$ cat config.mk
export PLATFORM = sky130hd
export DESIGN_NAME = mdl_srx_comsigs
export DESIGN_NICKNAME = d
export VERILOG_FILES = /design/src/rtl/sata_oob_pkg.sv /design/src/rtl/sata_sync2.sv /design/src/rtl/mdl_srx_comsigs.sv
export SDC_FILE = /design/constraint.sdc
export NUM_CORES = 1
export LEC_CHECK = 0
export CAP_MARGIN = 20
export CORE_MARGIN = 1.5
export CORE_UTILIZATION = 56
export DETAILED_ROUTE_END_ITERATION = 10
export GPL_ROUTABILITY_DRIVEN = 0
export PLACE_DENSITY = 0.87
export SYNTH_ARGS = -nofsm -noshare
export SYNTH_HDL_FRONTEND = slang
export SYNTH_HIERARCHICAL = 1
export SYNTH_SLANG_ARGS = --single-unit
export TNS_END_PERCENT = 100
$ cat constraint.sdc
create_clock -name i_clk -period 2.6 [get_ports i_clk]
set_input_delay 0.78 -clock i_clk [delete_from_list [all_inputs] [get_ports i_clk]]
set_output_delay 0.78 -clock i_clk [all_outputs]
set_load 0.1 [all_outputs]
$ cat src/rtl/sata_oob_pkg.sv
`default_nettype none
// ============================================================================
// Module      : sata_oob_pkg
// Description : Shared constants and helpers for the SATA out-of-band (OOB)
//               receive detector. Holds the nominal OOB timing in ns, the
//               minimum burst length in UI, the gap classification type and
//               an ns-to-cycles conversion.
// Ports       : none (package)
// Revision    : 1.0 - initial release
// ============================================================================
package sata_oob_pkg;

    // Nominal OOB timing, in ns
    localparam real BURST_NOM_NS     = 106.7;
    localparam real WAKE_GAP_MIN_NS  = 55.0;
    localparam real GAP_SPLIT_NS     = 175.0;
    localparam real RESET_GAP_MAX_NS = 525.0;

    // Shortest active run accepted as a burst, in UI
    localparam int  BURST_MIN_UI     = 4;

    typedef enum logic [1:0] {
        GAP_INVALID = 2'd0,
        GAP_WAKE    = 2'd1,
        GAP_RESET   = 2'd2
    } gap_class_e;

    // Whole sampling-clock cycles in 'ns', truncated toward zero.
    function automatic int ns_to_cycles(input real ns, input real sym_ns,
                                        input int oversample);
        return $rtoi(ns / (sym_ns / real'(oversample)));
    endfunction

endpackage : sata_oob_pkg
`default_nettype wire

$ cat src/rtl/sata_sync2.sv
`default_nettype none
// ============================================================================
// Module      : sata_sync2
// Description : Generic two-flop synchronizer with asynchronous active-low
//               reset to a configurable value.
// Ports       : i_clk     - destination clock
//               i_reset_n - asynchronous active-low reset
//               i_d       - asynchronous input
//               o_q       - synchronized output (2 cycles of latency)
// Revision    : 1.0 - initial release
// ============================================================================
module sata_sync2 #(
    parameter int               WIDTH     = 1,
    parameter logic [WIDTH-1:0] RESET_VAL = '0
) (
    input  logic             i_clk,
    input  logic             i_reset_n,
    input  logic [WIDTH-1:0] i_d,
    output logic [WIDTH-1:0] o_q
);

    logic [WIDTH-1:0] meta_q;
    logic [WIDTH-1:0] sync_q;

    always_ff @(posedge i_clk or negedge i_reset_n) begin
        if (!i_reset_n) begin
            meta_q <= RESET_VAL;
            sync_q <= RESET_VAL;
        end else begin
            meta_q <= i_d;
            sync_q <= meta_q;
        end
    end

    assign o_q = sync_q;

endmodule : sata_sync2
`default_nettype wire

$ cat src/rtl/mdl_srx_comsigs.sv
`default_nettype none
// ============================================================================
// Module      : mdl_srx_comsigs
// Description : SATA OOB receive detector. Measures burst and electrical-idle
//               run lengths on the serial input and flags COMRESET/COMINIT or
//               COMWAKE sequences after three bursts with matching gaps.
// Ports       : i_clk      - sampling clock (OVERSAMPLE cycles per UI)
//               i_reset_n  - asynchronous active-low reset
//               i_rx_p     - serial input, positive leg
//               i_rx_n     - serial input, negative leg
//               o_comreset - COMRESET/COMINIT detected (level, registered)
//               o_comwake  - COMWAKE detected (level, registered)
// Revision    : 1.0 - initial release
// ============================================================================
module mdl_srx_comsigs
    import sata_oob_pkg::*;
#(
    parameter int  OVERSAMPLE   = 4,
    parameter real CLOCK_SYM_NS = 1000.0 / 1500.0
) (
    input  logic i_clk,
    input  logic i_reset_n,
    input  logic i_rx_p,
    input  logic i_rx_n,
    output logic o_comreset,
    output logic o_comwake
);

    localparam int BURST_MIN_CYC     = BURST_MIN_UI * OVERSAMPLE;
    localparam int BURST_MAX_CYC     = ns_to_cycles(2.0 * BURST_NOM_NS, CLOCK_SYM_NS, OVERSAMPLE);
    localparam int WAKE_GAP_MIN_CYC  = ns_to_cycles(WAKE_GAP_MIN_NS, CLOCK_SYM_NS, OVERSAMPLE);
    localparam int GAP_SPLIT_CYC     = ns_to_cycles(GAP_SPLIT_NS, CLOCK_SYM_NS, OVERSAMPLE);
    localparam int RESET_GAP_MAX_CYC = ns_to_cycles(RESET_GAP_MAX_NS, CLOCK_SYM_NS, OVERSAMPLE);

    // The run counter must be able to reach one past the largest threshold.
    localparam int RUN_LIMIT = (RESET_GAP_MAX_CYC > BURST_MAX_CYC) ? RESET_GAP_MAX_CYC
                                                                   : BURST_MAX_CYC;
    localparam int RUN_W     = $clog2(RUN_LIMIT + 2);

    localparam logic [RUN_W-1:0] C_BURST_MIN     = RUN_W'(BURST_MIN_CYC);
    localparam logic [RUN_W-1:0] C_BURST_MAX     = RUN_W'(BURST_MAX_CYC);
    localparam logic [RUN_W-1:0] C_WAKE_GAP_MIN  = RUN_W'(WAKE_GAP_MIN_CYC);
    localparam logic [RUN_W-1:0] C_GAP_SPLIT     = RUN_W'(GAP_SPLIT_CYC);
    localparam logic [RUN_W-1:0] C_RESET_GAP_MAX = RUN_W'(RESET_GAP_MAX_CYC);

    logic             w_raw_active;
    logic             w_act;
    logic [RUN_W-1:0] w_run_inc;
    logic [RUN_W:0]   w_merge_sum;
    logic [RUN_W-1:0] w_merged;
    logic [1:0]       w_rst_inc;
    logic [1:0]       w_wake_inc;
    gap_class_e       w_gap_class;

    logic             act_q, act_d;
    logic [RUN_W-1:0] run_q, run_d;
    logic [RUN_W-1:0] gap_q, gap_d;
    logic [1:0]       rst_cnt_q, rst_cnt_d;
    logic [1:0]       wake_cnt_q, wake_cnt_d;
    logic [1:0]       snap_rst_q, snap_rst_d;
    logic [1:0]       snap_wake_q, snap_wake_d;
    logic             snap_comreset_q, snap_comreset_d;
    logic             snap_comwake_q, snap_comwake_d;
    logic             comreset_q, comreset_d;
    logic             comwake_q, comwake_d;

    // Only a clean complementary pair is activity; equal legs, X or Z are idle.
    assign w_raw_active = ((i_rx_p ^ i_rx_n) === 1'b1);

    sata_sync2 #(
        .WIDTH     (1),
        .RESET_VAL (1'b0)
    ) u_sync (
        .i_clk     (i_clk),
        .i_reset_n (i_reset_n),
        .i_d       (w_raw_active),
        .o_q       (w_act)
    );

    // run_q counts the cycles of the current level seen before this cycle,
    // so on a polarity change it is exactly the length of the run just ended.
    assign w_run_inc   = (run_q == '1) ? run_q : run_q + 1'b1;
    assign w_merge_sum = {1'b0, gap_q} + {1'b0, run_q} + (RUN_W + 1)'(1);
    assign w_merged    = w_merge_sum[RUN_W] ? '1 : w_merge_sum[RUN_W-1:0];
    assign w_rst_inc   = (rst_cnt_q == 2'd3) ? 2'd3 : rst_cnt_q + 2'd1;
    assign w_wake_inc  = (wake_cnt_q == 2'd3) ? 2'd3 : wake_cnt_q + 2'd1;

    always_comb begin
        w_gap_class = GAP_INVALID;
        if (run_q >= C_WAKE_GAP_MIN && run_q < C_GAP_SPLIT) begin
            w_gap_class = GAP_WAKE;
        end else if (run_q >= C_GAP_SPLIT && run_q <= C_RESET_GAP_MAX) begin
            w_gap_class = GAP_RESET;
        end
    end

    always_comb begin
        act_d           = act_q;
        run_d           = run_q;
        gap_d           = gap_q;
        rst_cnt_d       = rst_cnt_q;
        wake_cnt_d      = wake_cnt_q;
        snap_rst_d      = snap_rst_q;
        snap_wake_d     = snap_wake_q;
        snap_comreset_d = snap_comreset_q;
        snap_comwake_d  = snap_comwake_q;
        comreset_d      = comreset_q;
        comwake_d       = comwake_q;

        if (w_act != act_q) begin
            act_d = w_act;
            run_d = RUN_W'(1);
            if (w_act) begin
                // Idle -> active: classify the gap immediately so the output
                // can rise 3 cycles into the burst. The pre-classification
                // state is kept in case this turns out to be a glitch.
                gap_d           = run_q;
                snap_rst_d      = rst_cnt_q;
                snap_wake_d     = wake_cnt_q;
                snap_comreset_d = comreset_q;
                snap_comwake_d  = comwake_q;
                unique case (w_gap_class)
                    GAP_WAKE: begin
                        wake_cnt_d = w_wake_inc;
                        rst_cnt_d  = 2'd0;
                        if (w_wake_inc >= 2'd2) begin
                            comwake_d  = 1'b1;
                            comreset_d = 1'b0;
                        end
                    end
                    GAP_RESET: begin
                        rst_cnt_d  = w_rst_inc;
                        wake_cnt_d = 2'd0;
                        if (w_rst_inc >= 2'd2) begin
                            comreset_d = 1'b1;
                            comwake_d  = 1'b0;
                        end
                    end
                    default: begin
                        rst_cnt_d  = 2'd0;
                        wake_cnt_d = 2'd0;
                        comreset_d = 1'b0;
                        comwake_d  = 1'b0;
                    end
                endcase
            end else if (run_q < C_BURST_MIN) begin
                // Active run too short to be a burst: undo its classification
                // and fold it, plus this cycle, back into the surrounding gap.
                run_d      = w_merged;
                rst_cnt_d  = snap_rst_q;
                wake_cnt_d = snap_wake_q;
                comreset_d = snap_comreset_q;
                comwake_d  = snap_comwake_q;
            end
        end else begin
            run_d = w_run_inc;
            if (act_q) begin
                // Burst far longer than OOB: the link is carrying data.
                if (run_q > C_BURST_MAX) begin
                    rst_cnt_d  = 2'd0;
                    wake_cnt_d = 2'd0;
                    comreset_d = 1'b0;
                    comwake_d  = 1'b0;
                end
            end else begin
                if (run_q > C_GAP_SPLIT) begin
                    comwake_d = 1'b0;
                end
                if (run_q > C_RESET_GAP_MAX) begin
                    rst_cnt_d  = 2'd0;
                    wake_cnt_d = 2'd0;
                    comreset_d = 1'b0;
                    comwake_d  = 1'b0;
                end
            end
        end
    end

    always_ff @(posedge i_clk or negedge i_reset_n) begin
        if (!i_reset_n) begin
            act_q           <= 1'b0;
            run_q           <= '0;
            gap_q           <= '0;
            rst_cnt_q       <= 2'd0;
            wake_cnt_q      <= 2'd0;
            snap_rst_q      <= 2'd0;
            snap_wake_q     <= 2'd0;
            snap_comreset_q <= 1'b0;
            snap_comwake_q  <= 1'b0;
            comreset_q      <= 1'b0;
            comwake_q       <= 1'b0;
        end else begin
            act_q           <= act_d;
            run_q           <= run_d;
            gap_q           <= gap_d;
            rst_cnt_q       <= rst_cnt_d;
            wake_cnt_q      <= wake_cnt_d;
            snap_rst_q      <= snap_rst_d;
            snap_wake_q     <= snap_wake_d;
            snap_comreset_q <= snap_comreset_d;
            snap_comwake_q  <= snap_comwake_d;
            comreset_q      <= comreset_d;
            comwake_q       <= comwake_d;
        end
    end

    assign o_comreset = comreset_q;
    assign o_comwake  = comwake_q;

endmodule : mdl_srx_comsigs
`default_nettype wire

==> flow_metrics.env <==
export IMPL_root_buffer="clkbuf_8"
export IMPL_placed_area_sq_um=2790
export IMPL_post_synth_instance_area_sq_um=2660
export IMPL_areaGrowthSynthToFinish_pct=9.51
export IMPL_syn_area_per_cell_sq_um=9.63
export IMPL_layout_drive_gt1_share_pct=19.7
export IMPL_final_net_count=311
export IMPL_crit_chain="inv_1 > ha_1 > inv_1 > fa_2 > a21oi_1 > o221a_2 > nor3_1 > o31a_2 > nor4_2 > o21ai_0"
export IMPL_critical_path_max_fanout=6
export IMPL_synthCells=276
export IMPL_diodes=0
export IMPL_status="completed"
export IMPL_worstPathArrival_ps=2700
export IMPL_fin_ws_ps=72.1
export IMPL_worstSkewPairLatency_ps=300
export IMPL_p_leak_nw=1.40
export IMPL_critPathLaunchType="flip-flop"
export IMPL_die_y_um=71.9
export IMPL_grt_pass1_vias=2126
export IMPL_yosys_warnings=6
export IMPL_fmax_mhz=396
export IMPL_htreeDepth=2
export IMPL_cap_violations=0
export IMPL_synth_seq_cells=39
export IMPL_synthFlopType="dfrtp_1"
export IMPL_ys_top_cells_by_area="dfrtp_1 37%, ha_1 8.5%, mux2_2 7.2%"
export IMPL_async_flop_share_pct=100
export IMPL_ir_drop_mv=0.540
export IMPL_cts_tree="done"
export IMPL_grt_max_degree=40
export IMPL_wire_per_inst_um=18.4
export IMPL_start_util_pct=59.4
export IMPL_min_period_ps=2530
export IMPL_dpl_worst_slack_ps=57.6
export IMPL_die_w_um=71.9
export IMPL_end_kind="flip-flop"
export IMPL_tightest_slew_ps=860
export IMPL_synth_edf_count=0
export IMPL_stdcell_area_sq_um=2910
export IMPL_vias_per_cell=6.50
export IMPL_cts_buffers=5
export IMPL_critPathMaxStageDelay_ps=400
export IMPL_fin_skew_ps=7.41
export IMPL_clk_pin_slew_worst_paths_ps=80
export IMPL_design_core_area_sq_um=4470
export IMPL_synth_seq_area_share_pct=36.7
export IMPL_crit_type="reg2reg"
export IMPL_firstDrtPassIters=5
export IMPL_path_common_cell="inv_1"
export IMPL_fillers=317
export IMPL_dp_cells=331
export IMPL_synth_cell_types=61
export IMPL_crit_slowest_cell="o31a_2"
export IMPL_grt_first_pass_wirelength_um=10300
export IMPL_route_detailed_drc=0
export IMPL_netlist_area_leader_share_pct=36.7
export IMPL_via_count=2216
export IMPL_final_max_slew_violation_count=0
export IMPL_clockBufferDepth=2
export IMPL_dieArea_sq_um=5170
export IMPL_portBuffers=5
export IMPL_whs_ps=364
export IMPL_drt_iter0_markers=305
export IMPL_rows=24
export IMPL_clock_sinks=39
export IMPL_p_per_area_nw_per_um2=809
export IMPL_finalSetupViolations=0
export IMPL_worstHoldPathType="reg2reg"
export IMPL_wirelength_um=6290
export IMPL_finish_utilization_pct=65.0
export IMPL_grt_usage_pct=25.9
export IMPL_yosys_area_top_type="dfrtp_1"
export IMPL_max_slew_margin_rel_pct=42.7
export IMPL_final_common_cell="dfrtp_1"
export IMPL_gr_total_overflow=0
export IMPL_finalHoldViolations=0
export IMPL_required_ps=2770
export IMPL_ioPinCount=6
export IMPL_timing_final_crit_share_pct=97.2
export IMPL_syn_nets=299
export IMPL_final_cell_mix="39 x dfrtp_1, 20 x a21oi_1, 20 x o21ai_0"
export IMPL_ant_nets=0
export IMPL_fin_cells=341
export IMPL_antenna_found_initial=0
export IMPL_dp_hpwl_um=4330
flip-flops by register name, indices dropped and copies added, names as in the netlist, 2 cells and up:
signal	cells
gap_q	12
run_q	12
rst_cnt_q	2
snap_rst_q	2
snap_wake_q	2
wake_cnt_q	2
routing by layer:
metal,global-route usage [%],share of wire (%)
met5,0,0
met4,8.81,1.9
met3,5.00,6.3
met2,41.3,49
met1,35.9,43
area by class of cell:
cell class              count  area, sq um  area share (%)
flip-flops and latches     39          976            33.5
multi-input cells         210         1590            54.5
clock inverters             3         20.0           0.688
clock buffers               5         68.8            2.36
repair buffers             19          145            4.99
inverters                  13         48.8            1.68
well taps                  52         65.1            2.24
synthesized netlist by cell type, drive strengths merged, types with 3 or more instances:
| cell | n |
|---|---|
| a211oi | 3 |
| a21o | 6 |
| a21oi | 21 |
| and3 | 3 |
| buf | 6 |
| clkbuf | 9 |
| dfrtp | 39 |
| ha | 18 |
| inv | 11 |
| mux2 | 18 |
| mux2i | 4 |
| nand2 | 18 |
| nand2b | 5 |
| nand3 | 7 |
| nand3b | 3 |
| nand4 | 6 |
| nor2 | 6 |
| nor2b | 3 |
| nor4 | 4 |
| o21ai | 22 |
| o2bb2ai | 3 |
| or2 | 6 |
| xnor2 | 10 |
| xor2 | 4 |
through the flow:
step	TNS [ps]	power, mW
after floorplan	0	1.57
after global placement	0	1.86
after CTS	0	2.33
after global routing	-87.1	2.51
final	0	2.36
after detailed placement	0	1.90
cells by family after synthesis:
| family | count (synthesis) | share of synthesized area (%) |
|---|---|---|
| adder cells (fa/ha/maj) | 19 | 9.23 |
| flip-flops | 39 | 36.7 |
| XOR/XNOR | 14 | 4.61 |
| AND/OR/NAND/NOR | 75 | 16.3 |
| buffers and inverters | 28 | 4.43 |
| multiplexers | 22 | 9.27 |
| AO/OA/AOI/OAI | 79 | 19.4 |
critical path, delay by kind of cell (launching register included):
| kind | cells | cell delay [ps] |
|---|---|---|
| fa+ha+maj | 2 | 530 |
| buf+inv | 2 | 160 |
| compound gates | 4 | 930 |
| flops | 1 | 380 |
| simple gates | 2 | 390 |
power breakdown:
group	switching [mW]	internal (mW)
Combinational	0.662	0.472
Sequential	0.106	0.704
Clock	0.226	0.187
worst paths after layout:
kind,start,end,slack [ps],cells after the start
worst min register to register,u_sync/meta_q$_DFF_PN0_,u_sync/o_q$_DFF_PN0_,360,0
max in group asynchronous,i_reset_n,run_q[5]$_DFFE_PN0P_,1470,1
worst min-delay path,u_sync/meta_q$_DFF_PN0_,u_sync/o_q$_DFF_PN0_,360,0
min in group asynchronous,i_reset_n,gap_q[5]$_DFFE_PN0P_,590,1
worst max-delay path,run_q[0]$_DFFE_PN0P_,run_q[9]$_DFFE_PN0P_,70,10
worst max register to register,run_q[0]$_DFFE_PN0P_,run_q[9]$_DFFE_PN0P_,70,10
timing repair:
item / CTS / global route
hold buffers: 0 / 0
resized for setup: 0 / 5
setup endpoints to repair: 0 / 6
setup buffers: 0 / 1
Power figures use the tool's default switching activity.
